--- config.mk ---
export PLATFORM = sky130hd
export DESIGN_NAME = vga_scan_engine
export DESIGN_NICKNAME = d
export VERILOG_FILES = /design/src/rtl/vga_pkg.sv /design/src/rtl/vga_axis_counter.sv /design/src/rtl/vga_scan_engine.sv
export SDC_FILE = /design/constraint.sdc
export NUM_CORES = 1
export LEC_CHECK = 0
export CAP_MARGIN = 20
export CORE_UTILIZATION = 54
export DETAILED_ROUTE_END_ITERATION = 12
export GPL_ROUTABILITY_DRIVEN = 0
export GPL_TIMING_DRIVEN = 0
export HOLD_SLACK_MARGIN = 0.15
export PLACE_DENSITY = 0.93
export SYNTH_ARGS = -nofsm -noshare
export SYNTH_HDL_FRONTEND = slang
export SYNTH_HIERARCHICAL = 1
export SYNTH_SLANG_ARGS = --single-unit
--- constraint.sdc ---
create_clock -name clk -period 6.1 [get_ports clk]
set_input_delay 1.22 -clock clk [delete_from_list [all_inputs] [get_ports clk]]
set_output_delay 1.22 -clock clk [all_outputs]
set_load 0.05 [all_outputs]
--- src/rtl/vga_pkg.sv ---
// Shared types and default 640x480@60 timing for the VGA scan engine.
package vga_pkg;

    typedef enum logic [1:0] {
        ACTIVE,
        FRONT,
        SYNC,
        BACK
    } scan_state_t;

    typedef struct packed {
        logic [2:0] r;
        logic [2:0] g;
        logic [1:0] b;
    } rgb332_t;

    // One pixel's worth of timing flags travelling alongside the RAM read.
    typedef struct packed {
        logic       stb;
        logic       hs;
        logic       vs;
        logic       vid;
        logic       fs;
`ifdef VGA_TEST_PATTERN_EN
        logic [2:0] bar;
`endif
    } pipe_t;

    localparam int unsigned VGA_H_ACTIVE = 640;
    localparam int unsigned VGA_H_FP     = 16;
    localparam int unsigned VGA_H_SYNC   = 96;
    localparam int unsigned VGA_H_BP     = 48;
    localparam int unsigned VGA_V_ACTIVE = 480;
    localparam int unsigned VGA_V_FP     = 10;
    localparam int unsigned VGA_V_SYNC   = 2;
    localparam int unsigned VGA_V_BP     = 33;

endpackage

--- src/rtl/vga_axis_counter.sv ---
// One timing axis: wrapping counter plus ACTIVE/FRONT/SYNC/BACK decode.
module vga_axis_counter
    import vga_pkg::scan_state_t;
#(
    parameter int unsigned ACTIVE = 640,
    parameter int unsigned FP     = 16,
    parameter int unsigned SYNC_W = 96,
    parameter int unsigned BP     = 48,
    parameter int unsigned CNT_W  = 11
) (
    input  logic             clk,
    input  logic             rst,
    input  logic             inc,
    output logic [CNT_W-1:0] cnt,
    output scan_state_t      state,
    output logic             wrap
);

    localparam int unsigned TOTAL = ACTIVE + FP + SYNC_W + BP;

    logic [CNT_W-1:0] cnt_q, cnt_d;

    always_comb begin
        wrap  = inc && (cnt_q == CNT_W'(TOTAL - 1));
        cnt_d = cnt_q;
        if (inc) begin
            cnt_d = wrap ? '0 : cnt_q + 1'b1;
        end

        if (cnt_q < CNT_W'(ACTIVE)) begin
            state = vga_pkg::ACTIVE;
        end else if (cnt_q < CNT_W'(ACTIVE + FP)) begin
            state = vga_pkg::FRONT;
        end else if (cnt_q < CNT_W'(ACTIVE + FP + SYNC_W)) begin
            state = vga_pkg::SYNC;
        end else begin
            state = vga_pkg::BACK;
        end
    end

    always_ff @(posedge clk) begin
        if (rst) begin
            cnt_q <= '0;
        end else begin
            cnt_q <= cnt_d;
        end
    end

    assign cnt = cnt_q;

endmodule

--- src/rtl/vga_scan_engine.sv ---
// VGA timing, framebuffer fetch and RGB332 expansion with syncs aligned to pixel data.
// Optional colour-bar generator enabled by defining VGA_TEST_PATTERN_EN.
module vga_scan_engine
    import vga_pkg::*;
#(
    parameter int unsigned H_ACTIVE    = VGA_H_ACTIVE,
    parameter int unsigned H_FP        = VGA_H_FP,
    parameter int unsigned H_SYNC      = VGA_H_SYNC,
    parameter int unsigned H_BP        = VGA_H_BP,
    parameter int unsigned V_ACTIVE    = VGA_V_ACTIVE,
    parameter int unsigned V_FP        = VGA_V_FP,
    parameter int unsigned V_SYNC      = VGA_V_SYNC,
    parameter int unsigned V_BP        = VGA_V_BP,
    parameter logic        SYNC_POL    = 1'b0,
    parameter int unsigned CLK_DIV     = 2,
    parameter int unsigned SCALE_SHIFT = 0,
    parameter int unsigned RD_LAT      = 1,
    parameter int unsigned ADDR_W      = 19
) (
    input  logic              clk,
    input  logic              rst,
    output logic [ADDR_W-1:0] fb_addr,
    input  logic [7:0]        fb_data,
`ifdef VGA_TEST_PATTERN_EN
    input  logic              test_mode,
`endif
    output logic              hsync,
    output logic              vsync,
    output logic              vgaclk,
    output logic [7:0]        Red,
    output logic [7:0]        Green,
    output logic [7:0]        Blue,
    output logic              frame_start,
    output logic [10:0]       pix_x,
    output logic [9:0]        pix_y
);

    localparam int unsigned DEPTH = RD_LAT + 1;
    localparam int unsigned DIV_W = (CLK_DIV > 1) ? $clog2(CLK_DIV) : 1;

    logic [DIV_W-1:0]  div_q, div_d;
    logic              pix_en;
    logic              vgaclk_q, vgaclk_d;
    logic [10:0]       h_cnt;
    logic [9:0]        v_cnt;
    scan_state_t       h_state, v_state;
    logic              h_wrap, v_wrap_unused;
    logic              video_on;
    logic [31:0]       addr_full;
    logic [ADDR_W-1:0] fb_addr_q, fb_addr_d;
    pipe_t             pipe_q [DEPTH];
    pipe_t             stage_d, mature;
    rgb332_t           px;
    logic              hsync_q, hsync_d, vsync_q, vsync_d;
    logic              frame_start_q, frame_start_d;
    logic [7:0]        red_q, red_d, green_q, green_d, blue_q, blue_d;

    vga_axis_counter #(
        .ACTIVE(H_ACTIVE), .FP(H_FP), .SYNC_W(H_SYNC), .BP(H_BP), .CNT_W(11)
    ) u_h_axis (
        .clk(clk), .rst(rst), .inc(pix_en),
        .cnt(h_cnt), .state(h_state), .wrap(h_wrap)
    );

    vga_axis_counter #(
        .ACTIVE(V_ACTIVE), .FP(V_FP), .SYNC_W(V_SYNC), .BP(V_BP), .CNT_W(10)
    ) u_v_axis (
        .clk(clk), .rst(rst), .inc(h_wrap),
        .cnt(v_cnt), .state(v_state), .wrap(v_wrap_unused)
    );

    always_comb begin
        pix_en   = (div_q == DIV_W'(CLK_DIV - 1));
        div_d    = pix_en ? '0 : div_q + 1'b1;
        vgaclk_d = (CLK_DIV == 1) ? 1'b1 : (div_d >= DIV_W'(CLK_DIV / 2));

        video_on  = (h_state == ACTIVE) && (v_state == ACTIVE);
        addr_full = 32'(v_cnt >> SCALE_SHIFT) * 32'(H_ACTIVE >> SCALE_SHIFT)
                  + 32'(h_cnt >> SCALE_SHIFT);
        fb_addr_d = (pix_en && video_on) ? ADDR_W'(addr_full) : fb_addr_q;

        stage_d     = '0;
        stage_d.stb = pix_en;
        stage_d.hs  = (h_state == SYNC);
        stage_d.vs  = (v_state == SYNC);
        stage_d.vid = video_on;
        stage_d.fs  = (h_cnt == '0) && (v_cnt == '0);
`ifdef VGA_TEST_PATTERN_EN
        stage_d.bar = 3'((32'(h_cnt) * 32'd8) / H_ACTIVE);
`endif

        mature        = pipe_q[DEPTH-1];
        px            = rgb332_t'(fb_data);
        hsync_d       = hsync_q;
        vsync_d       = vsync_q;
        red_d         = red_q;
        green_d       = green_q;
        blue_d        = blue_q;
        frame_start_d = mature.stb && mature.fs;
        if (mature.stb) begin
            hsync_d = mature.hs ? SYNC_POL : ~SYNC_POL;
            vsync_d = mature.vs ? SYNC_POL : ~SYNC_POL;
            if (!mature.vid) begin
                red_d   = '0;
                green_d = '0;
                blue_d  = '0;
            end
`ifdef VGA_TEST_PATTERN_EN
            else if (test_mode) begin
                red_d   = {8{mature.bar[2]}};
                green_d = {8{mature.bar[1]}};
                blue_d  = {8{mature.bar[0]}};
            end
`endif
            else begin
                red_d   = {px.r, px.r, px.r[2:1]};
                green_d = {px.g, px.g, px.g[2:1]};
                blue_d  = {4{px.b}};
            end
        end
    end

    // The flag line shifts every clk, so it serves both one-pixel-in-flight and
    // overlapped (RD_LAT+1 > CLK_DIV) configurations without a separate path.
    always_ff @(posedge clk) begin
        if (rst) begin
            div_q         <= '0;
            vgaclk_q      <= 1'b0;
            fb_addr_q     <= '0;
            hsync_q       <= ~SYNC_POL;
            vsync_q       <= ~SYNC_POL;
            frame_start_q <= 1'b0;
            red_q         <= '0;
            green_q       <= '0;
            blue_q        <= '0;
            for (int unsigned i = 0; i < DEPTH; i++) begin
                pipe_q[i] <= '0;
            end
        end else begin
            div_q         <= div_d;
            vgaclk_q      <= vgaclk_d;
            fb_addr_q     <= fb_addr_d;
            hsync_q       <= hsync_d;
            vsync_q       <= vsync_d;
            frame_start_q <= frame_start_d;
            red_q         <= red_d;
            green_q       <= green_d;
            blue_q        <= blue_d;
            pipe_q[0]     <= stage_d;
            for (int unsigned i = 1; i < DEPTH; i++) begin
                pipe_q[i] <= pipe_q[i-1];
            end
        end
    end

    assign fb_addr     = fb_addr_q;
    assign hsync       = hsync_q;
    assign vsync       = vsync_q;
    assign vgaclk      = vgaclk_q;
    assign Red         = red_q;
    assign Green       = green_q;
    assign Blue        = blue_q;
    assign frame_start = frame_start_q;
    assign pix_x       = h_cnt;
    assign pix_y       = v_cnt;

endmodule
==> flow_summary.yaml <==
clock_network:
  clk_pin_slew_worst_paths_ps: 70
  post_cts.resized_instances: 0
  cts_inserted_buffers: 9
  cts_tree: "built"
  buffer_depth_of_the_longest_clock_path: 2
  post-cts-setup-buffer-count: 0
  cts_sinks: 62
  htreeDepth: 3
  cts.root.buffer_cell: "sky130_fd_sc_hd__clkbuf_8"
  clkLatencyLatePin_ps: 340
  cts_hold_buf: 0
timing:
  slew-limit-headroom_pct: 43.3
  setup_repair_after_global_routing_missed_its_margin: "no"
  finalSetupViolations: 0
  timing_worst_slew_pin_value_ps: 849
  fin_setup_tns_ps: 0
  period_share_pct: 56.5
  timing_max_transition_violations_final: 0
  fmax_mhz: 290
  worst_setup_skew_after_layout_ps: 7.05
  final-hold-violation-count: 0
  min_period_ps: 3450
  timing.final.ws_setup_ps: 2650
synthesis:
  mappedNetlistArea_um2: 3390
  syn_nets: 422
  synth.yosys.warnings: 6
  synth_area_per_cell_um2: 8.76
  synthesis.instances: 387
grt:
  grt.overflow.total: 0
  groute.layer.met1.usage_pct: 32.9
  global_route.usage.total_pct: 27.0
  grt_max_degree: 14
  grt_util_met2_pct: 44.5
  busiest_grt_layer: "met2"
  grt_pass1_vias: 2846
  grt_pass1_wl_um: 13500
  grt_use_met3_pct: 7.42
  antenna_found_initial: 0
floorplan:
  core_area_um2: 5990
  die_height_um: 81.2
  initial_utilization_pct: 56.6
  pin_count: 78
  fp-row-count: 28
  die_x_um: 81.2
  design.die.area_um2: 6600
finish:
  antenna-diode-count: 0
  area_delta_synth_final_pct: 31.7
  final_layout_size_suffix_gt1_share_pct: 10.0
  final.fill_count: 421
  final_nets: 510
placement:
  dp_hpwl_um: 6040
  detailedPlace.worstSlack_ps: 2700
  port_buffer_count: 77
setup_path:
  capturing_element_of_the_worst_setup_path: "fb_addr[18]"
  reg2reg_depth: 8
  crit_fanout: 11
  worst-setup-path-type: "reg -> reg"
  setup.worst_path.start_class: "register"
  required_ps: 6350
  r2r_setup_slack_ps: 2650
  worstSetupStartpoint: "u_v_axis/cnt[1]"
  r2r-end: "fb_addr[18]"
  cp_data_arrival_time_ps: 3700
  r2r-start: "u_v_axis/cnt[1]"
  crit_path_end_kind: "register"
pwr:
  power.switching_uw: 227
  comb_power_share_pct: 8.9
  power_frac_seq_pct: 47.9
  cellPowerDensity_nw_per_um2: 198
  sw_frac_of_total_pct: 25.8
  peakVddDrop_uv: 137
  clock_power_share_pct: 43.2
  total_leakage_power_uw: 0.00174
  p_int_uw: 654
route:
  detail_route.wirelength_um: 8500
  post_drt_via_cell_ratio: 5.81
  first_iter_violations: 185
  drc: 0
  via_count: 3225
  wl_per_cell_um: 15.3
  firstDrtPassIters: 5
  final_antenna_net_count: 0
worst_hold_path:
  worst_hold_path_type: "reg -> reg"
  hold_path_startpoint: "pipe_q[0][5]"
run_status:
  outcome: "complete, no violations"
job:
  drv_cap: 0
-- metrics by stage --
step / utilization (%) / cell area, um^2 / hold slack, ps / std cells / total power [uW]
final: 74.5 / 4460 / 427 / 555 / 882
after global routing: 74.5 / 4460 / 443 / 555 / 912
after CTS: 74.5 / 4460 / 426 / 555 / 885
after detailed placement: 71.0 / 4260 / 416 / 539 / 509
after global placement: 71.0 / 4260 / 413 / 539 / 507
after floorplan: - / 3390 / 404 / 387 / 480
-- layer usage --
metal  up-vias  wire (um)
met5         -          0
met4         0        148
met3        18        748
met2       183       4090
met1      1473       3510
li1       1551          -
-- how the worst min path moves through the flow --
stage          slack [ps]  depth (start not counted)           to
2_1_floorplan         400                          2  frame_start
3_3_place_gp          410                          2  frame_start
3_5_place_dp          420                          2  frame_start
4_1_cts               430                          2  frame_start
5_1_grt               440                          2  frame_start
6_report              430                          2  frame_start
-- power groups by stage --
stage,Combinational [uW],Sequential [uW],Clock [uW]
after floorplan,28.9,451,0
final,78.2,422,381
after global routing,83.0,423,406
after CTS,77.8,422,385
after detailed placement,77.4,432,0
after global placement,76.3,431,0
-- area by class of cell --
class / count / area, um^2 / area share, %
Inverter: 12 / 45.0 / 1.01
Timing Repair Buffer: 77 / 771 / 17.3
Tap cell: 75 / 93.8 / 2.10
Multi-Input combinational cell: 283 / 1910 / 42.7
Sequential cell: 62 / 1240 / 27.8
Buffer: 30 / 196 / 4.40
Clock buffer: 12 / 155 / 3.48
Clock inverter: 4 / 53.8 / 1.21
-- placed cells by master (no fill, tap or decap), types with 4 or more instances in the layout --
master	count
sky130_fd_sc_hd__a211oi_1	7
sky130_fd_sc_hd__dfxtp_1	62
sky130_fd_sc_hd__clkbuf_8	11
sky130_fd_sc_hd__inv_1	12
sky130_fd_sc_hd__a21oi_1	38
sky130_fd_sc_hd__clkbuf_1	11
sky130_fd_sc_hd__xor2_1	12
sky130_fd_sc_hd__nor2b_1	17
sky130_fd_sc_hd__or3_1	7
sky130_fd_sc_hd__nand2_1	36
sky130_fd_sc_hd__nand4_1	9
sky130_fd_sc_hd__clkdlybuf4s50_1	77
sky130_fd_sc_hd__or4_1	7
sky130_fd_sc_hd__o21ai_0	14
sky130_fd_sc_hd__ha_1	23
sky130_fd_sc_hd__o31ai_1	6
sky130_fd_sc_hd__buf_4	16
sky130_fd_sc_hd__nand3_1	5
sky130_fd_sc_hd__o21a_1	4
sky130_fd_sc_hd__xnor2_1	6
sky130_fd_sc_hd__nor2_1	32
sky130_fd_sc_hd__nor4_1	7
sky130_fd_sc_hd__nand2b_1	5
-- worst max-delay path: stages (launching register included) --
cell and delay [ps]:
sky130_fd_sc_hd__dfxtp_1 580, sky130_fd_sc_hd__ha_1 310, sky130_fd_sc_hd__ha_1 240, sky130_fd_sc_hd__fa_1 420, sky130_fd_sc_hd__a211oi_1 350, sky130_fd_sc_hd__o21ai_0 260
sky130_fd_sc_hd__or3_4 460, sky130_fd_sc_hd__or4_1 470, sky130_fd_sc_hd__a311oi_1 260
-- sequential cells by signal (all words and copies together), names as in the netlist --
signal / flops
Blue: 2
Green: 3
Red: 3
div_q: 1
fb_addr: 19
frame_start: 1
hsync: 1
pipe_q: 10
u_h_axis/cnt: 11
u_v_axis/cnt: 10
vsync: 1
Power figures use the tool's default switching activity.
